**config.mk**
```make
export PLATFORM = sky130hd
export DESIGN_NAME = mac_dot_ctrl
export DESIGN_NICKNAME = d
export VERILOG_FILES = /design/src/rtl/mac_dot_ctrl_pkg.sv /design/src/rtl/mac_dot_ctrl.sv
export SDC_FILE = /design/constraint.sdc
export NUM_CORES = 1
export LEC_CHECK = 0
export BUFFER_PORTS_ARGS = -buffer_cell sky130_fd_sc_hd__buf_2
export CORE_ASPECT_RATIO = 1.2
export CORE_MARGIN = 3
export CORE_UTILIZATION = 35
export DETAILED_ROUTE_END_ITERATION = 8
export GPL_TIMING_DRIVEN = 0
export SYNTH_ARGS = -nofsm -noshare
export SYNTH_HDL_FRONTEND = slang
export SYNTH_SLANG_ARGS = --single-unit
export TNS_END_PERCENT = 50
```
**constraint.sdc**
```tcl
create_clock -name clk_i -period 5.5 [get_ports clk_i]
set_clock_uncertainty 0.1 [all_clocks]
set_input_delay 1.1 -clock clk_i [delete_from_list [all_inputs] [get_ports clk_i]]
set_output_delay 1.1 -clock clk_i [all_outputs]
set_load 0.005 [all_outputs]
```
**src/rtl/mac_dot_ctrl_pkg.sv**
```systemverilog
// Shared types for the dot-product sequencer: state encoding and its width.
package mac_dot_ctrl_pkg;

    localparam int StateWidth = 3;

    typedef enum logic [StateWidth-1:0] {
        StIdle   = 3'd0,
        StFetch  = 3'd1,
        StDrain  = 3'd2,
        StSettle = 3'd3,
        StResult = 3'd4
    } mac_dot_state_e;

endpackage

```
**src/rtl/mac_dot_ctrl.sv**
```systemverilog
// Sequencer that streams operand pairs from two 1-cycle-latency read ports into a
// mac_pe and returns the accumulated dot product over a valid/ready handshake.
module mac_dot_ctrl
    import mac_dot_ctrl_pkg::*;
#(
    parameter int InputDataWidth  = 8,
    parameter int OutputDataWidth = InputDataWidth * 2,
    parameter int AddrWidth       = 8,
    parameter int LenWidth        = 8
) (
    input  logic                       clk_i,
    input  logic                       rst_ni,
    input  logic                       start_i,
    input  logic [LenWidth-1:0]        len_i,
    input  logic [AddrWidth-1:0]       a_base_i,
    input  logic [AddrWidth-1:0]       b_base_i,
    output logic                       busy_o,
    output logic                       rd_en_o,
    output logic [AddrWidth-1:0]       a_addr_o,
    output logic [AddrWidth-1:0]       b_addr_o,
    input  logic [InputDataWidth-1:0]  a_rdata_i,
    input  logic [InputDataWidth-1:0]  b_rdata_i,
    output logic [InputDataWidth-1:0]  pe_a_o,
    output logic [InputDataWidth-1:0]  pe_b_o,
    output logic                       pe_a_valid_o,
    output logic                       pe_b_valid_o,
    output logic                       pe_acc_clr_o,
    input  logic [OutputDataWidth-1:0] pe_acc_i,
    output logic [OutputDataWidth-1:0] res_o,
    output logic                       res_valid_o,
    input  logic                       res_ready_i
);

    mac_dot_state_e r_state;
    mac_dot_state_e w_stateNext;

    logic [LenWidth-1:0]        r_len;
    logic [LenWidth-1:0]        r_cnt;
    logic [AddrWidth-1:0]       r_aBase;
    logic [AddrWidth-1:0]       r_bBase;
    logic                       r_vld;
    logic                       r_first;
    logic [OutputDataWidth-1:0] r_res;

    logic w_rdEn;
    logic w_lastFetch;

    assign w_rdEn      = (r_state == StFetch);
    assign w_lastFetch = (r_cnt == (r_len - LenWidth'(1)));

    always_comb begin
        w_stateNext = r_state;
        case (r_state)
            StIdle: begin
                if (start_i) begin
                    w_stateNext = (len_i != '0) ? StFetch : StResult;
                end
            end
            StFetch: begin
                if (w_lastFetch) begin
                    w_stateNext = StDrain;
                end
            end
            StDrain:  w_stateNext = StSettle;
            StSettle: w_stateNext = StResult;
            StResult: begin
                if (res_ready_i) begin
                    w_stateNext = StIdle;
                end
            end
            default:  w_stateNext = StIdle;
        endcase
    end

    always_ff @(posedge clk_i or negedge rst_ni) begin
        if (!rst_ni) begin
            r_state <= StIdle;
        end else begin
            r_state <= w_stateNext;
        end
    end

    // Read data arrives one cycle after the strobe, so valid and first-element
    // markers are the read-side conditions delayed by one register stage.
    always_ff @(posedge clk_i or negedge rst_ni) begin
        if (!rst_ni) begin
            r_len   <= '0;
            r_cnt   <= '0;
            r_aBase <= '0;
            r_bBase <= '0;
            r_vld   <= 1'b0;
            r_first <= 1'b0;
            r_res   <= '0;
        end else begin
            r_vld   <= w_rdEn;
            r_first <= w_rdEn && (r_cnt == '0);
            case (r_state)
                StIdle: begin
                    if (start_i) begin
                        r_len   <= len_i;
                        r_aBase <= a_base_i;
                        r_bBase <= b_base_i;
                        r_cnt   <= '0;
                        if (len_i == '0) begin
                            r_res <= '0;
                        end
                    end
                end
                StFetch:  r_cnt <= r_cnt + LenWidth'(1);
                StSettle: r_res <= pe_acc_i;
                default:  ;
            endcase
        end
    end

    assign busy_o       = (r_state != StIdle);
    assign rd_en_o      = w_rdEn;
    assign a_addr_o     = w_rdEn ? (r_aBase + AddrWidth'(r_cnt)) : '0;
    assign b_addr_o     = w_rdEn ? (r_bBase + AddrWidth'(r_cnt)) : '0;
    assign pe_a_o       = r_vld ? a_rdata_i : '0;
    assign pe_b_o       = r_vld ? b_rdata_i : '0;
    assign pe_a_valid_o = r_vld;
    assign pe_b_valid_o = r_vld;
    assign pe_acc_clr_o = r_vld & r_first;
    assign res_o        = r_res;
    assign res_valid_o  = (r_state == StResult);

endmodule

```
-- Yosys cells after proc, flatten, opt, wreduce, memory -nomap -nowiden
Index checks and enable logic that the tools add are counted.
- register bits: 53
- input bits: 60
- output and inout port bits: 54
- word-level logic and storage cells: 48
- $add $sub $neg: 4
- eq/ne operators: 9
- muxes and demuxes: 14
- bitwise gates (word level): 1
- reduce and logical (&&, ||, !) cells: 12
- operators by type and width (kind ; number):
    $mux 8 ; 5
    $mux 16 ; 2
    $pmux 16 s2 ; 1
    $add 8x8->8 ; 2
    $logic_not 8->1 ; 2
    $pmux 8 s2 ; 1
    $pmux 3 s5 ; 1
    $mux 3 ; 4
    $add 8x1->8 const B ; 1
    $eq 8x8->1 ; 1
    $reduce_bool 8->1 ; 1
    $sub 8x1->8 const B ; 1
    $eq 3x2->1 const B ; 2
    $reduce_and 3->1 ; 2
    $ne 2x1->1 const B ; 2
    $ne 2x2->1 const B ; 2
    $reduce_and 2->1 ; 2
    $reduce_bool 2->1 ; 2
    $eq 3x1->1 const B ; 1
    $eq 3x3->1 const B ; 1
    $logic_not 3->1 ; 1
    $reduce_bool 3->1 ; 1
    $and 1x1->1 ; 1
    $logic_and 1x1->1 ; 1

-- Depth between registers and ports, before layout
Gate-level depths: netlist of run 1.
- depth in word-level cells: 4
- mapped depth: 7
- mapped depth without buffers: 7

-- Least setup slack after synthesis of run 1
No wires, ideal clock.
- path kind: register -> output
- start point: register r_cnt[1]
- end point: output b_addr_o[7]
- arrival: 1821 ps
- required time: 4300 ps
- path slack: 2479 ps
- stages on the path, launching flop included: 7
- buffers on the path: 0
- path through: dfrtp_1 ha_1 a21oi_1 o21ai_1 a2111oi_0 nor3_1 nor3b_1
- cells in the longest elaborated chain, start to end: 2
- RTL lines (element ; line ; RTL):
    start: declaration ; mac_dot_ctrl.sv:38 ; logic [LenWidth-1:0] r_cnt;
    start signal: assignment ; mac_dot_ctrl.sv:109 ; StFetch: r_cnt <= r_cnt + LenWidth'(1);
    $add 8x8->8 ; mac_dot_ctrl.sv:119 ; assign b_addr_o = w_rdEn ? (r_bBase + AddrWidth'(r_cnt)) : '0;
    $mux 8 ; mac_dot_ctrl.sv:119 ;
    end: declaration ; mac_dot_ctrl.sv:20 ; output logic [AddrWidth-1:0] b_addr_o,
Every way passes these cells.

-- Worst setup path after layout of run 1
- start point: register r_cnt[1]
- end point: output a_addr_o[7]
- cells in the longest elaborated chain, start to end: 2
- RTL lines (element ; line ; RTL):
    $add 8x8->8 ; mac_dot_ctrl.sv:118 ; assign a_addr_o = w_rdEn ? (r_aBase + AddrWidth'(r_cnt)) : '0;
    $mux 8 ; mac_dot_ctrl.sv:118 ;
    end: declaration ; mac_dot_ctrl.sv:19 ; output logic [AddrWidth-1:0] a_addr_o,
Every way passes these cells.

==> tab_implementation.tex, run 1 <==
\begin{tabular}{lr}
\hline
Metric & Value \\
\hline
\multicolumn{2}{l}{\textbf{Power and ir drop}} \\
\quad Static Leak & between 2 and 2.5 nW \\
\quad Int Power & $\sim$0.0013 W \\
\quad Psw & between 0.0009 and 0.001 W \\
\quad Clock power share & around an eighth \\
\quad Total power consumption of the routed design & 0.00224 W \\
\quad Pwr/cell area & between 500 and 600 nW/µm² \\
\quad Combinational group share of total power & 56.5\% \\
\quad Portion of total power attributed to sequential cells & 31.5\% \\
\quad Net Sw Frac & a little over two fifths \\
\quad VDD IR-drop max & just under 0.3 mV \\
\multicolumn{2}{l}{\textbf{Route}} \\
\quad Number of remaining DRC errors & 0 \\
\quad Number of DRC markers in iteration 0 & between 100 and 150 \\
\quad Remaining antenna violation count & 0 \\
\quad Vias per cell & about 4.8 \\
\quad Aggregate routed wire length & between 7000 and 8000 µm \\
\quad Average wire length per cell after detail routing & $\sim$14 µm \\
\quad First-pass DRT Iterations & 5 \\
\quad Via count & about 2800 \\
\multicolumn{2}{l}{\textbf{Yosys}} \\
\quad Syn Area/Cell & just over 9 µm² \\
\quad Instance count of the mapped netlist & 340 \\
\quad Number of synthesized flops with an enable pin & 0 \\
\quad Netlist Area Pre-Place & 3090 µm² \\
\quad Flop and latch count out of synthesis & 53 \\
\quad Async SR Flop Fraction & 100\% \\
\quad Most instantiated flip-flop cell in the synthesis netlist & sky130\_fd\_sc\_hd\_\_dfrtp\_1 \\
\quad Post-Synthesis Net Count & approximately 420 \\
\quad Sequential element share of the synthesized area & a little over two fifths \\
\quad Number of warnings reported in the yosys synthesis log & 0 \\
\quad Netlist cell types & 44 \\
\multicolumn{2}{l}{\textbf{Die}} \\
\quad Starting Density & between 30\% and 40\% \\
\quad Horizontal die dimension & a little over 90 µm \\
\quad Number of placed I/O pins & 114 \\
\quad Core Box Area & 8330 µm² \\
\quad Area of the die & about 10000 µm² \\
\quad Row cnt & 36 \\
\quad Height of the die & about 110 µm \\
\multicolumn{2}{l}{\textbf{CTS}} \\
\quad Post-CTS setup-driven buffer insertion count & 0 \\
\quad CTS root buf & sky130\_fd\_sc\_hd\_\_clkbuf\_8 \\
\quad Number of gates resized after CTS & 0 \\
\quad Clock latency of the later-clocked register in the worst-skew pair & around 310 ps \\
\quad CTS tree & done \\
\quad Clock Path Buffers & 2 \\
\quad Number of buffers added to fix hold violations after cts & 0 \\
\quad Clock Sinks & 53 \\
\quad CTS H-tree depth & 2 \\
\quad Cts bufs inserted & 5 \\
\quad Clock-pin transition on the worst setup and hold timing paths & approximately 90 ps \\
\multicolumn{2}{l}{\textbf{Global route}} \\
\quad Wire length of the first global-routing pass & approximately 13000 µm \\
\quad Fraction of met3 tracks used by global routing & $\sim$3.5\% \\
\quad Antenna violations before repair & 0 \\
\quad Global route hottest layer & met2 \\
\quad GRT Resource Usage Total & between 10\% and 20\% \\
\quad Met1 Track Usage GR & roughly 21\% \\
\quad Number of global-route vias before repair & $\sim$2700 \\
\quad Global-route track usage on met2 & about 28\% \\
\quad Grt ovf & 0 \\
\quad Maximum number of pins on one net before global-route repair & 54 \\
\multicolumn{2}{l}{\textbf{Cells and area}} \\
\quad Number of antenna diodes & 0 \\
\quad P\&R area growth vs syn & 26.6\% \\
\quad Fraction of final layout cells sized beyond drive strength 1 & around 29\% \\
\quad Net count reported at finish & 539 \\
\quad Number of standard cells in the final layout excluding fillers & approximately 580 \\
\multicolumn{2}{l}{\textbf{Critical path}} \\
\quad Most frequent cell on the critical path & sky130\_fd\_sc\_hd\_\_a21oi\_1 \\
\quad Crit-path cells & ha\_1, a21oi\_1, o21ai\_1, a2111oi\_0, o21ai\_0, a21oi\_1, buf\_2 \\
\quad Sort of element at the start of the critical path & flop \\
\quad CP max stage delay & between 600 and 700 ps \\
\quad Data required time of the critical path & about 4300 ps \\
\quad Nature of the critical path endpoint & primary output \\
\quad Critical Path Fanout Max & 10 \\
\quad Arr. time, crit path & $\sim$2500 ps \\
\quad Standard cell with the maximum stage delay on the critical path & sky130\_fd\_sc\_hd\_\_dfrtp\_1 \\
\quad Kind of critical path & reg -> out \\
\quad Register-to-register setup slack & between 3000 and 4000 ps \\
\multicolumn{2}{l}{\textbf{STA}} \\
\quad Top achievable clock speed & approximately 270 MHz \\
\quad RSZ-0062 raised after global routing & no \\
\quad Crit share post-route & 68.1\% \\
\quad Fin Hold WS & 387 ps \\
\quad Total negative slack for setup checks & 0 ps \\
\quad Transition time of the tightest slew-check pin & between 600 and 700 ps \\
\quad Worst rel slew slack & a little over half \\
\quad Final count of pins violating max slew & 0 \\
\quad Min cycle time layout & $\sim$3700 ps \\
\quad Final count of hold timing violations & 0 \\
\quad Final setup vio count & 0 \\
\multicolumn{2}{l}{\textbf{Place}} \\
\quad Placed wire-length estimate after detailed placement & between 6000 and 7000 µm \\
\quad Number of port buffers & 113 \\
\quad Cells after DPL & roughly 570 \\
\quad GP Congestion & about 0.86 \\
\multicolumn{2}{l}{\textbf{Run}} \\
\quad Max Cap Violations & 0 \\
\multicolumn{2}{l}{\textbf{Outcome}} \\
\quad Status & finished clean \\
\multicolumn{2}{l}{\textbf{Worst hold path}} \\
\quad Tightest Hold Check Type & reg -> reg \\
\hline
\end{tabular}
[worst paths after layout]
check / from / to / cells past startpoint
setup / recovery: r_cnt[1] / a_addr_o[7] / 7
hold / removal: r_bBase[6] / r_bBase[6] / 2
setup reg to reg: r_len[0] / r_state[0] / 7
max in group asynchronous: rst_ni / r_len[4] / 1
hold reg to reg: r_bBase[6] / r_bBase[6] / 2
min in group asynchronous: rst_ni / r_aBase[4] / 1
[metrics by stage]
stage               cell area [µm²]  util [%]  setup slack [ps]
floorplan                      3090         -              2480
global placement               3790      45.5              2130
detailed placement             3790      45.5              2130
CTS                            3910      46.9              1770
global route                   3910      46.9              1450
finish                         3910      46.9              1760
[layout by cell type, fill, tap and decap left out, types with 2 or more instances in the layout]
| cell type | instances |
|---|---|
| sky130_fd_sc_hd__o21ai_0 | 4 |
| sky130_fd_sc_hd__nor4_1 | 5 |
| sky130_fd_sc_hd__o21a_1 | 3 |
| sky130_fd_sc_hd__ha_1 | 17 |
| sky130_fd_sc_hd__mux2i_1 | 2 |
| sky130_fd_sc_hd__buf_4 | 4 |
| sky130_fd_sc_hd__clkbuf_8 | 5 |
| sky130_fd_sc_hd__o21ai_1 | 12 |
| sky130_fd_sc_hd__a21o_1 | 5 |
| sky130_fd_sc_hd__nand3_1 | 6 |
| sky130_fd_sc_hd__a22o_1 | 16 |
| sky130_fd_sc_hd__or4b_1 | 2 |
| sky130_fd_sc_hd__nand4b_1 | 2 |
| sky130_fd_sc_hd__a2111oi_0 | 2 |
| sky130_fd_sc_hd__buf_2 | 117 |
| sky130_fd_sc_hd__o21bai_1 | 3 |
| sky130_fd_sc_hd__nand2b_1 | 2 |
| sky130_fd_sc_hd__nand2_1 | 82 |
| sky130_fd_sc_hd__nor2_1 | 16 |
| sky130_fd_sc_hd__nor3_1 | 4 |
| sky130_fd_sc_hd__a31oi_1 | 4 |
| sky130_fd_sc_hd__nor3b_1 | 4 |
| sky130_fd_sc_hd__nor2b_1 | 2 |
| sky130_fd_sc_hd__and3_1 | 2 |
| sky130_fd_sc_hd__clkbuf_1 | 7 |
| sky130_fd_sc_hd__a21oi_1 | 8 |
| sky130_fd_sc_hd__dfrtp_1 | 53 |
| sky130_fd_sc_hd__nand4_1 | 3 |
| sky130_fd_sc_hd__inv_1 | 8 |
| sky130_fd_sc_hd__and2_1 | 23 |
| sky130_fd_sc_hd__xnor2_1 | 11 |
| sky130_fd_sc_hd__xor2_1 | 11 |
| sky130_fd_sc_hd__fa_1 | 2 |
[layer usage]
layer | vias up | share of wire, %
met4 | 0 | 1.0
met2 | 78 | 51
met5 | - | 0
met1 | 1306 | 43
met3 | 8 | 5.3
li1 | 1392 | -
[state kept, by name, summed over array words and instances, names as in the netlist]
name and cells:
r_first 1, pe_a_valid_o 1, r_cnt 8, r_aBase 8, r_bBase 8, res_o 16
r_len 8, r_state 3
[area by class of cell]
| class | count | area [µm²] |
|---|---|---|
| buffer | 15 | 73.8 |
| inverter | 9 | 35.0 |
| clock inverter | 2 | 38.8 |
| multi-input combinational | 263 | 1650 |
| clock buffer | 6 | 72.6 |
| timing repair buffer | 113 | 568 |
| sequential | 53 | 1330 |
| fill | 882 | 4420 |
| tap | 114 | 143 |
[critical path, delay by kind of cell (launching register included)]
| family | cells | cell delay (ps) |
|---|---|---|
| adders and majority gates | 1 | 300 |
| buffers and inverters | 1 | 140 |
| DFF | 1 | 610 |
| AOI/OAI and AO/OA | 5 | 1180 |
[cells by family after synthesis]
kind of cell / synth area share, %
AND/OR/NAND/NOR: 24.9
XOR/XNOR: 6.24
flip-flops: 43.0
adder cells (fa/ha/maj): 8.19
buffers and inverters: 3.53
AO/OA/AOI/OAI: 13.5
multiplexers: 0.649
[synth_stat cells, types with 5 or more instances]
library cell               instances  share of area (%)
sky130_fd_sc_hd__nor4_1            5                1.0
sky130_fd_sc_hd__a21o_1            5                1.2
sky130_fd_sc_hd__ha_1             17                6.9
sky130_fd_sc_hd__nand3_1           6               0.97
sky130_fd_sc_hd__clkbuf_1          6               0.73
sky130_fd_sc_hd__dfrtp_1          53                 43
sky130_fd_sc_hd__a21oi_1           8                1.3
sky130_fd_sc_hd__nand2_1          82                 10
sky130_fd_sc_hd__nor2_1           16                1.9
sky130_fd_sc_hd__buf_2             5               0.81
sky130_fd_sc_hd__o21ai_1          12                1.9
sky130_fd_sc_hd__xor2_1           11                3.1
sky130_fd_sc_hd__xnor2_1          11                3.1
sky130_fd_sc_hd__a22o_1           16                4.5
sky130_fd_sc_hd__and2_1           23                4.7
sky130_fd_sc_hd__inv_1             8               0.97
[power groups by stage]
stage	Clock, W	Combinational, W	Sequential, W
final	0.000268	0.00126	0.000705
after global routing	0.000294	0.00144	0.000729
after CTS	0.000281	0.00128	0.000707
after detailed placement	0	0.00127	0.000714
after global placement	0	0.00124	0.000714
after floorplan	0	0.000838	0.000673
No activity file was read; power rests on OpenSTA's default activity.
==> run 2, diff against run 1 <==
- clock period: 5.5 -> 3.4 ns (I/O delays scaled with it)
==> run 2 against run 1 <==
Against the previous run: final area about the same; utilization barely moved; final cell count unchanged; critical endpoint unchanged; setup slack worse by 1500 ps; global-route usage stayed put; routed wire length decreased by 0.26%.
==> tab_implementation.tex, run 2 (synthesis gave the netlist of run 1 again) <==
\begin{tabular}{lr}
\hline
Metric & Value \\
\hline
\multicolumn{2}{l}{\textbf{Die}} \\
\quad Horizontal die dimension & 91.7 µm \\
\quad Height of the die & between 100 and 150 µm \\
\quad Core Box Area & roughly 8300 µm² \\
\quad Area of the die & about 10000 µm² \\
\quad Number of placed I/O pins & around 110 \\
\quad Starting Density & 37.0\% \\
\quad Row cnt & 36 \\
\multicolumn{2}{l}{\textbf{Cells and area}} \\
\quad Area of the multi-input gates & approximately 1700 µm² \\
\quad Most frequent standard cell in the layout excluding fill and tap cells & sky130\_fd\_sc\_hd\_\_buf\_2 \\
\quad Net count reported at finish & $\sim$540 \\
\quad Most frequent cells in the layout & sky130\_fd\_sc\_hd\_\_buf\_2, sky130\_fd\_sc\_hd\_\_nand2\_1, sky130\_fd\_sc\_hd\_\_dfrtp\_1, sky130\_fd\_sc\_hd\_\_and2\_1, sky130\_fd\_sc\_hd\_\_ha\_1 \\
\quad Number of standard cells in the final layout excluding fillers & 575 \\
\quad Number of antenna diodes & 0 \\
\quad P\&R area growth vs syn & 26.7\% \\
\quad Fraction of final layout cells sized beyond drive strength 1 & about 29\% \\
\quad Fillcell total & between 800 and 900 \\
\quad Max reg flops & 16 \\
\quad Sequential standard cell area & approximately 1300 µm² \\
\multicolumn{2}{l}{\textbf{Route}} \\
\quad Vias per cell & about 4.8 \\
\quad Detailed-route wire length on metal 1 & 3340 µm \\
\quad Via count & 2769 \\
\quad Number of remaining DRC errors & 0 \\
\quad Highest routing layer actually used & met4 \\
\quad Average wire length per cell after detail routing & 13.8 µm \\
\quad Aggregate routed wire length & 7950 µm \\
\quad Amount of wire on met2 after detailed routing & roughly 4000 µm \\
\quad Number of DRC markers in iteration 0 & 146 \\
\quad Remaining antenna violation count & 0 \\
\quad DR WL met3 & 494 µm \\
\quad First-pass DRT Iterations & 4 \\
\multicolumn{2}{l}{\textbf{Global route}} \\
\quad Wire length of the first global-routing pass & $\sim$13000 µm \\
\quad Antenna violations before repair & 0 \\
\quad Number of global-route vias before repair & 2721 \\
\quad GRT Resource Usage Total & 16.0\% \\
\quad Maximum number of pins on one net before global-route repair & between 50 and 60 \\
\quad Grt ovf & 0 \\
\multicolumn{2}{l}{\textbf{STA}} \\
\quad Top achievable clock speed & between 300 and 400 MHz \\
\quad Total negative slack for setup checks & 0 ps \\
\quad Worst rel slew slack & between 50\% and 60\% \\
\quad Final count of hold timing violations & 0 \\
\quad Min cycle time layout & roughly 3200 ps \\
\quad Transition time of the tightest slew-check pin & around 680 ps \\
\quad Final count of pins violating max slew & 0 \\
\quad RSZ-0062 raised after global routing & no \\
\quad Fin Hold WS & around 300 ps \\
\quad Crit share post-route & 93.8\% \\
\quad Final setup vio count & 0 \\
\multicolumn{2}{l}{\textbf{CTS}} \\
\quad Clock Sinks & between 50 and 60 \\
\quad CTS root buf & sky130\_fd\_sc\_hd\_\_clkbuf\_8 \\
\quad CTS H-tree depth & 2 \\
\quad Clock Path Buffers & 2 \\
\quad Clock-pin transition on the worst setup and hold timing paths & about 90 ps \\
\quad Clock latency of the later-clocked register in the worst-skew pair & a little over 300 ps \\
\quad Cts bufs inserted & 5 \\
\quad Number of buffers added to fix hold violations after cts & 0 \\
\quad CTS tree & done \\
\multicolumn{2}{l}{\textbf{Place}} \\
\quad Cells after DPL & 567 \\
\quad Number of port buffers & 113 \\
\quad Placed wire-length estimate after detailed placement & around 6000 µm \\
\quad GP Congestion & approximately 0.86 \\
\multicolumn{2}{l}{\textbf{Critical path}} \\
\quad Nature of the critical path endpoint & primary output \\
\quad Standard cell with the maximum stage delay on the critical path & sky130\_fd\_sc\_hd\_\_dfrtp\_2 \\
\quad Sort of element at the start of the critical path & flop \\
\quad Kind of critical path & reg -> out \\
\quad Arr. time, crit path & approximately 2400 ps \\
\quad Most frequent cell on the critical path & sky130\_fd\_sc\_hd\_\_a21oi\_1 \\
\quad Crit-path cells & ha\_1, a21oi\_1, o21ai\_1, a2111oi\_0, o21ai\_0, a21oi\_1, buf\_2 \\
\quad Data required time of the critical path & $\sim$2600 ps \\
\quad CP max stage delay & between 500 and 600 ps \\
\quad Critical Path Fanout Max & 10 \\
\multicolumn{2}{l}{\textbf{Power and ir drop}} \\
\quad Combinational group share of total power & 56.4\% \\
\quad Pwr/cell area & just over 900 nW/µm² \\
\quad Clock power share & 12.0\% \\
\quad Static Leak & $\sim$2.1 nW \\
\quad Net Sw Frac & 42.6\% \\
\quad Total power consumption of the routed design & between 0.003 and 0.004 W \\
\quad Psw & about 0.0015 W \\
\quad Portion of total power attributed to sequential cells & between 30\% and 40\% \\
\quad VDD IR-drop max & 0.470 mV \\
\quad Int Power & 0.00208 W \\
\multicolumn{2}{l}{\textbf{Run}} \\
\quad Max Cap Violations & 0 \\
\multicolumn{2}{l}{\textbf{Outcome}} \\
\quad Status & finished clean \\
\multicolumn{2}{l}{\textbf{Worst hold path}} \\
\quad Tightest Hold Check Type & in -> async \\
\hline
\end{tabular}
run 2: cell counts in the layout (fill, tap and decap cells not counted):
Identical to the previous run, type by type.
run 2: area by class of cell:
type / count / area share, %
timing repair buffer: 113 / 14.5
buffer: 15 / 1.89
clock buffer: 6 / 1.86
inverter: 9 / 0.896
tap: 114 / 3.65
sequential: 53 / 33.9
clock inverter: 2 / 0.992
multi-input combinational: 263 / 42.3
run 2: through the flow:
stage	worst slack (ps)	instance area, µm²	utilization [%]
after detailed placement	447	3790	45.5
after floorplan	799	3090	-
after global placement	451	3790	45.5
after CTS	85.1	3910	46.9
final	210	3910	46.9
after global routing	6.91	3910	46.9
run 2: path summary, 6_finish.rpt:
path                             from           to  slack (ps)  cells past startpoint
max reg2reg                  r_len[0]   r_state[0]        1490                      7
min reg2reg                r_bBase[6]   r_bBase[6]         390                      2
min                            rst_ni   r_aBase[4]         300                      1
max                          r_cnt[1]  a_addr_o[7]         210                      7
max in group asynchronous      rst_ni     r_cnt[1]        2410                      1
min in group clk_i         r_bBase[6]   r_bBase[6]         390                      2
run 2: power groups by stage:
stage / sequential [W] / combinational (W) / clock [W]
detailed placement: 0.00116 / 0.00205 / 0
floorplan: 0.00109 / 0.00135 / 0
finish: 0.00114 / 0.00204 / 0.000433
global route: 0.00118 / 0.00233 / 0.000476
global placement: 0.00116 / 0.00201 / 0
CTS: 0.00114 / 0.00207 / 0.000454
run 2: repair_timing:
item                                    in CTS  in global routing
endpoints found under the setup margin       0                  2
gates resized for setup                      0                  2
setup buffers                                0                  0
run 2: worst max-delay path: cells and delay by family, from the launching register on:
family | cells | cell delay, ps
AO/OA/AOI/OAI | 5 | 1120
adder cells (fa/ha/maj) | 1 | 320
buffers and inverters | 1 | 140
flip-flops | 1 | 510
run 2: routing by layer:
| metal | vias up | track usage [%] |
|---|---|---|
| met5 | - | 0 |
| met3 | 8 | 3.52 |
| li1 | 1393 | - |
| met4 | 0 | 3.82 |
| met1 | 1296 | 20.7 |
| met2 | 72 | 27.6 |
